$ cat src/rtl/dtc_stream_sched.sv
// Streaming classifier scheduler: registers feature vectors into an external
// combinational classifier, emits per-sample classes and a per-batch majority vote.
//
// state | meaning
// IDLE  | waiting to accept a feature vector
// EVAL  | capture classifier result, update vote counters
// VOTE  | compute batch majority (last sample only)
// EMIT  | offer result until the consumer accepts it
module dtc_stream_sched #(
  parameter int FEAT_W = 12,
  parameter int CLS_W  = 3,
  parameter int CNT_W  = 4
) (
  input  logic              clk,
  input  logic              rst,
  input  logic              in_valid,
  output logic              in_ready,
  input  logic [FEAT_W-1:0] in_feat,
  input  logic [CNT_W-1:0]  batch_len,
  input  logic              flush,
  output logic [FEAT_W-1:0] cls_inp,
  input  logic [CLS_W-1:0]  cls_outp,
  output logic              out_valid,
  input  logic              out_ready,
  output logic [CLS_W-1:0]  out_class,
  output logic              out_last,
  output logic [CLS_W-1:0]  out_vote
);

  localparam int NCLS = 1 << CLS_W;

  typedef enum logic [1:0] {IDLE, EVAL, VOTE, EMIT} state_t;

  state_t             state, state_nx;
  logic [FEAT_W-1:0]  feat_q;
  logic [CLS_W-1:0]   res_q;
  logic [CLS_W-1:0]   vote_q;
  logic [CLS_W-1:0]   vote_win;
  logic [CNT_W-1:0]   vote_best;
  logic               last_q;
  logic               flush_pend;
  logic [CNT_W-1:0]   cnt;
  logic [CNT_W-1:0]   len_q;
  logic [CNT_W-1:0]   vote_cnt [NCLS];
  logic               accept;
  logic               done;
  logic               last_nx;

  assign in_ready  = !rst && (state == IDLE);
  assign out_valid = !rst && (state == EMIT);
  assign accept    = in_valid && in_ready;
  assign done      = out_valid && out_ready;
  assign last_nx   = (({1'b0, cnt} + (CNT_W+1)'(1)) == {1'b0, len_q}) || flush_pend;

  assign cls_inp   = rst ? '0 : feat_q;
  assign out_class = rst ? '0 : res_q;
  assign out_last  = rst ? 1'b0 : last_q;
  assign out_vote  = (rst || !last_q) ? '0 : vote_q;

  always_ff @(posedge clk) begin
    if (rst) state <= IDLE;
    else     state <= state_nx;
  end

  always_comb begin
    state_nx = state;
    case (state)
      IDLE: if (accept) state_nx = EVAL;
      EVAL: state_nx = last_nx ? VOTE : EMIT;
      VOTE: state_nx = EMIT;
      EMIT: if (done) state_nx = IDLE;
      default: state_nx = IDLE;
    endcase
  end

  // Strict '>' keeps the lowest class index on ties.
  always_comb begin
    vote_win  = '0;
    vote_best = '0;
    for (int i = 0; i < NCLS; i++) begin
      if (vote_cnt[i] > vote_best) begin
        vote_best = vote_cnt[i];
        vote_win  = CLS_W'(i);
      end
    end
  end

  always_ff @(posedge clk) begin
    if (rst) begin
      feat_q     <= '0;
      res_q      <= '0;
      vote_q     <= '0;
      last_q     <= 1'b0;
      cnt        <= '0;
      len_q      <= '0;
      flush_pend <= 1'b0;
      for (int i = 0; i < NCLS; i++) vote_cnt[i] <= '0;
    end else begin
      if (accept) begin
        feat_q <= in_feat;
        if (cnt == '0) len_q <= (batch_len == '0) ? CNT_W'(1) : batch_len;
      end

      if (state == EVAL) begin
        res_q              <= cls_outp;
        vote_cnt[cls_outp] <= vote_cnt[cls_outp] + CNT_W'(1);
        cnt                <= cnt + CNT_W'(1);
        last_q             <= last_nx;
      end

      if (state == VOTE) vote_q <= vote_win;

      // Closing a batch wins over a flush arriving in the same cycle.
      if (done && last_q) begin
        cnt        <= '0;
        flush_pend <= 1'b0;
        for (int i = 0; i < NCLS; i++) vote_cnt[i] <= '0;
      end else if (flush && (state != IDLE || cnt != '0 || accept)) begin
        flush_pend <= 1'b1;
      end
    end
  end

endmodule
$ cat config.mk
export PLATFORM = sky130hd
export DESIGN_NAME = dtc_stream_sched
export DESIGN_NICKNAME = d
export VERILOG_FILES = /design/src/rtl/dtc_stream_sched.sv
export SDC_FILE = /design/constraint.sdc
export NUM_CORES = 1
export LEC_CHECK = 0
export ABC_CLOCK_PERIOD_IN_PS = 8800
export CAP_MARGIN = 20
export CORE_MARGIN = 2
export CORE_UTILIZATION = 35
export DETAILED_ROUTE_END_ITERATION = 16
export GPL_TIMING_DRIVEN = 0
export PLACE_DENSITY = 0.55
export RECOVER_POWER = 25
export SYNTH_ARGS = -nofsm -noshare
export SYNTH_HDL_FRONTEND = slang
export SYNTH_SLANG_ARGS = --single-unit
$ cat constraint.sdc
create_clock -name clk -period 8.8 [get_ports clk]
set_input_delay 2.2 -clock clk [delete_from_list [all_inputs] [get_ports clk]]
set_output_delay 2.2 -clock clk [all_outputs]
set_load 0.1 [all_outputs]
Word-level counts from Yosys, hierarchy flattened
Memories as Yosys holds them, arrays and structs flattened.
Index checks and enable logic that the tools add are counted.

word-level totals
  flip-flop bits (word level) = 30
  output and inout port bits = 21
  bits in writable memories = 32
  bits in latches = 0
  memory bits (read-only) = 0
  memories kept = 1
  input bits = 24
  logic and storage cells = 97

operators by class
  reductions and logical operators = 21
  equality and inequality tests = 6
  divide/modulo/power cells = 0
  multiply operators = 0
  add/sub/neg operators = 3
  magnitude comparators = 8
  shift operators = 0
  bitwise operators = 8
  multiplexer cells = 42

memory list
  memory    words  bits a word  rd ports  clocked after memory_dff  wr ports  line  source
  vote_cnt  8      4            9         0                         8         44    logic [CNT_W-1:0] vote_cnt [NCLS];

operators with widths
  kind                                                                             count
  4-bit two-way mux                                                                17
  4-bit greater-than comparator                                                    7
  3-bit two-way mux                                                                9
  1-bit two-way mux                                                                12
  12-bit two-way mux                                                               1
  4-bit by 1-bit adder with 4-bit output, second input constant                    2
  4-bit zero test                                                                  2
  1-bit bitwise OR                                                                 8
  2-bit one-hot mux with 4 select lines                                            1
  1-bit logical AND                                                                6
  4-bit by 1-bit adder with 5-bit output, second input constant                    1
  5-bit by 4-bit == test with 1-bit output                                         1
  2-bit == test, second input constant                                             2
  4-bit by 1-bit greater-than comparator with 1-bit output, second input constant  1
  1-bit logical OR                                                                 4
  2-bit two-way mux                                                                2
  2-bit != test, second input constant                                             2
  2-bit AND reduction                                                              2
  4-bit nonzero test                                                               1
  4-bit OR reduction                                                               1
  2-bit by 1-bit == test with 1-bit output, second input constant                  1
  1-bit zero test                                                                  2
  2-bit zero test                                                                  1
  2-bit nonzero test                                                               1
  2-bit OR reduction                                                               1

Logic depth before layout (Yosys ltp)
An unclocked memory read counts as a cell.

  word-level depth = 17
  depth in mapped cells = 48
  mapped depth without buffers = 46

Worst setup path before layout
No wires, ideal clock.

  kind = register to register
  start point = memory vote_cnt[1][3]
  end point = register vote_q[1]
  library setup time = 0.131 ns
  slack = 0.058 ns
  path buffers = 2
  arrival = 8.611 ns
  period minus slack after synthesis = 8.742 ns
  required time = 8.669 ns
  cell stages (with the launch flop) = 46
  cell sequence = edfxtp_1 ha_1 a21oi_2 a41oi_1 or2_4 mux2_2 ha_1 nor3_1 o2111a_1 a211o_1 mux2_2 ha_1 nand2b_1 a21oi_1 o31a_2 o22ai_2 mux2_4 ha_1 (+10 left out) ha_1 nor2b_1 o21ai_0 nand2b_1 a21oi_1 a41o_1 clkbuf_1 nor2_1 a21o_1 ha_1 nor2b_1 o21ai_0 nand2b_1 a21oi_1 a41o_1 and3_1 o31a_1 nor3_1

RTL lines
  element               line  source
  start, declared       44
  end signal, assigned  111   if (state == VOTE) vote_q <= vote_win;
  end, declared         37    logic [CLS_W-1:0] vote_q;

==> impl_metrics.env <==
export IMPL_status="finished with violations"
export IMPL_violations="setup timing"
export IMPL_first_pass_iters=5
export IMPL_fillers=1105
export IMPL_grt_pass1_vias=3567
export IMPL_synthTopCellsByArea="edfxtp_1 (24%), dfxtp_1 (15%), ha_1 (8.6%), nor2_1 (6.2%), mux2i_1 (4.2%)"
export IMPL_yosys_warnings=0
export IMPL_period_minus_slack_ns=8.83
export IMPL_drive_above_1_share=0.200
export IMPL_rows=39
export IMPL_synth_main_ff_cell="edfxtp_1"
export IMPL_nNetsFinal=571
export IMPL_yosys_area_share_adder=0.0886
export IMPL_postLayoutCoreUtil=0.478
export IMPL_crit_type="reg2reg"
export IMPL_cts_clk_slew_worst_paths_ns=0.05
export IMPL_crit_arrival_ns=9.03
export IMPL_ys_types=59
export IMPL_setup_viol_count_final=2
export IMPL_wire_per_inst_um=16.1
export IMPL_synthXorXnorAreaFrac=0.0323
export IMPL_multi_input_area_mm2=0.00264
export IMPL_cts_sinks=62
export IMPL_syn_avg_cell_area_um2=9.24
export IMPL_drt_iter0_drc=210
export IMPL_reg2reg_slack_ns=-0.03
export IMPL_worst_pin_slew_ns=0.995
export IMPL_gr_total_overflow=0
export IMPL_netlist_area_mm2=0.00407
export IMPL_timing_rr_end="vote_q[1]"
export IMPL_r2r_start="vote_cnt[1][1]"
export IMPL_die_area_mm2=0.0125
export IMPL_wl_mm=10.7
export IMPL_synth_top_cell_area_share=0.236
export IMPL_antenna_found_initial=0
export IMPL_layout_setup_ws_ns=-0.0272
export IMPL_syn_nets=492
export IMPL_peakVddDrop_v=0.000201
export IMPL_routed_via_density=5.32
export IMPL_timing_final_crit_share=1.00
export IMPL_synth_edf_count=32
export IMPL_drcViolationCount=0
export IMPL_min_from="res_q[0]"
export IMPL_grt_usage=0.176
export IMPL_gp_congestion=0.849
export IMPL_hold_ws_ns=0.463
export IMPL_r2r_cells=42
export IMPL_hold_path_class="reg2reg"
export IMPL_final_cell_mix="nor2_1 (65), clkdlybuf4s50_1 (42), edfxtp_1 (32)"
export IMPL_cp_end_kind="flip-flop"
export IMPL_final_common_cell="nor2_1"
export IMPL_ys_async_sr_fraction=0
export IMPL_cp_start_kind="flip-flop"
export IMPL_vias=3550
export IMPL_max_freq_ghz=0.113
export IMPL_diodes=0
export IMPL_io_buffer_count=43
export IMPL_yosysTopAreaCell="edfxtp_1"
export IMPL_crit_fanout=8
export IMPL_grt_setup_unrepaired="true"
export IMPL_seqCellArea_mm2=0.00156
export IMPL_p_leak_nw=2.12
export IMPL_cts_tree="built"
export IMPL_ios=45
export IMPL_hold_viol_final=0
export IMPL_core_area_mm2=0.0114
export IMPL_synth_top_family_by_area="simple AND/OR/NAND/NOR gates"
export IMPL_insertion_delay_ns=0.33
export IMPL_cts_buffers=9
export IMPL_initial_core_util=0.358
export IMPL_synthCells=440
export IMPL_die_w_um=112
export IMPL_yosys_area_share_simple=0.194
export IMPL_ys_ff_latch=62
export IMPL_htreeDepth=3
export IMPL_ys_seq_area_frac=0.384
export IMPL_path_common_cell="ha_4"
export IMPL_report_final_slew_viol_count=0
export IMPL_max_stage_delay_ns=0.44
export IMPL_grt_max_degree=12
export IMPL_clock_skew_ns=0.00607
export IMPL_powerDensity_mw_per_mm2=262
export IMPL_cts_buffer_depth=2
export IMPL_hold_end="res_q[0]"
export IMPL_cts_root_buf="clkbuf_16"
export IMPL_grt_pass1_wl_mm=17.5
export IMPL_hold_path_depth=2
export IMPL_required_ns=9.00
export IMPL_critPathSlowestCell="edfxtp_1"
export IMPL_cts_hold_fix_buffers=0
export IMPL_synth_compound_area_frac=0.160
export IMPL_dp_hpwl_mm=7.85
export IMPL_die_h_um=112
export IMPL_synthMuxAreaShare=0.106
export IMPL_maxCapViolCount=0
export IMPL_area_delta_synth_final_pct=33.7
export IMPL_slew_headroom=0.334
export IMPL_antenna_left=0
==> cells in the mapped netlist, types with 4 or more instances <==
cell and count:
o21a_1 7, a211oi_1 5, a21oi_1 13, o22ai_1 4, and2_1 5, xnor2_1 8, nand4_1 5, o31a_1 4
xor2_1 7, ha_1 28, nor2b_1 25, mux2i_1 17, mux2_2 15, nand3_1 9, o21ai_0 18, a31oi_1 5
nand2_1 30, clkbuf_1 12, nand2b_1 8, nor2_1 67, a22oi_1 4, nor3_1 8, inv_1 23, edfxtp_1 32
dfxtp_1 30
==> flip-flops by register name (all words and copies together) (netlist names) <==
| register | flops |
|---|---|
| flush_pend | 1 |
| feat_q | 12 |
| state | 2 |
| vote_cnt | 32 |
| vote_q | 3 |
| len_q | 4 |
| cnt | 4 |
| last_q | 1 |
| res_q | 3 |
==> report_power, final <==
| part | switching [mW] | total [mW] | internal [mW] | leakage (nW) |
|---|---|---|---|---|
| clock | 0.121 | 0.327 | 0.206 | 0.139 |
| sequential | 0.0322 | 0.381 | 0.348 | 0.577 |
| combinational | 0.385 | 0.718 | 0.333 | 1.41 |
| total | 0.539 | 1.43 | 0.887 | 2.12 |
==> critical path: cells and delay by family, from the launching register on <==
family                   cells  cell delay, ns
AO/OA/AOI/OAI               17            3.11
AND/OR/NAND/NOR             11            1.28
flip-flops                   1            0.44
adder cells (fa/ha/maj)      8            2.05
buffers and inverters        1            0.14
multiplexers                 5            1.65
==> repair_timing <==
item	CTS	global route
buffers inserted	16	10
resized for setup	28	33
endpoints found under the setup margin	3	3
pin swaps	11	23
==> per-stage QoR <==
stage                     total power, mW  setup slack (ns)  instances  cell area, µm²  setup TNS (ns)
after floorplan                     0.815            0.0580        440            4070               0
after global placement              0.929            -0.819        626            4680           -2.12
after detailed placement            0.944            -0.993        626            4680           -2.66
after CTS                            1.35           0.00228        658            5230               0
after global routing                 1.52            -0.372        667            5440           -1.01
final                                1.43           -0.0272        667            5440         -0.0292
==> worst max path at each step <==
stage | start | to | slack [ns] | cells past startpoint
final | vote_cnt[1][1] | vote_q[1] | -0.03 | 42
after global routing | vote_cnt[1][1] | vote_q[1] | -0.37 | 42
after CTS | vote_cnt[0][1] | vote_q[1] | 0.002 | 46
after detailed placement | vote_cnt[1][3] | vote_q[1] | -0.99 | 44
after global placement | vote_cnt[1][3] | vote_q[1] | -0.82 | 45
after floorplan | vote_cnt[1][3] | vote_q[1] | 0.06 | 45
==> final cells by class <==
| cell class | instances | share of cell area |
|---|---|---|
| sequential | 62 | 0.287 |
| clock buffer | 12 | 0.0474 |
| timing repair buffer | 69 | 0.116 |
| tap | 143 | 0.0329 |
| inverter | 24 | 0.0166 |
| clock inverter | 4 | 0.00368 |
| buffer | 13 | 0.0110 |
| multi-input combinational | 340 | 0.486 |
==> metal layers <==
| metal | track usage | wire [µm] | vias to the layer above |
|---|---|---|---|
| met5 | 0 | 0 | - |
| met4 | 0.0617 | 200 | 0 |
| met3 | 0.0365 | 389 | 15 |
| met2 | 0.304 | 5350 | 81 |
| met1 | 0.218 | 4810 | 1706 |
| li1 | - | - | 1748 |
==> kinds of logic (layout without fill, tap and decap cells) <==
group                      Yosys count  in the layout
and+or+nand+nor                    167            167
muxes                               37             37
xor gates and xnor gates            15             15
AOI/OAI and AO/OA                   92             92
buffers and inverters               38            122
DFF                                 62             62
adders and majority gates           29             29
Note: power is estimated with default switching activity, not from simulation.
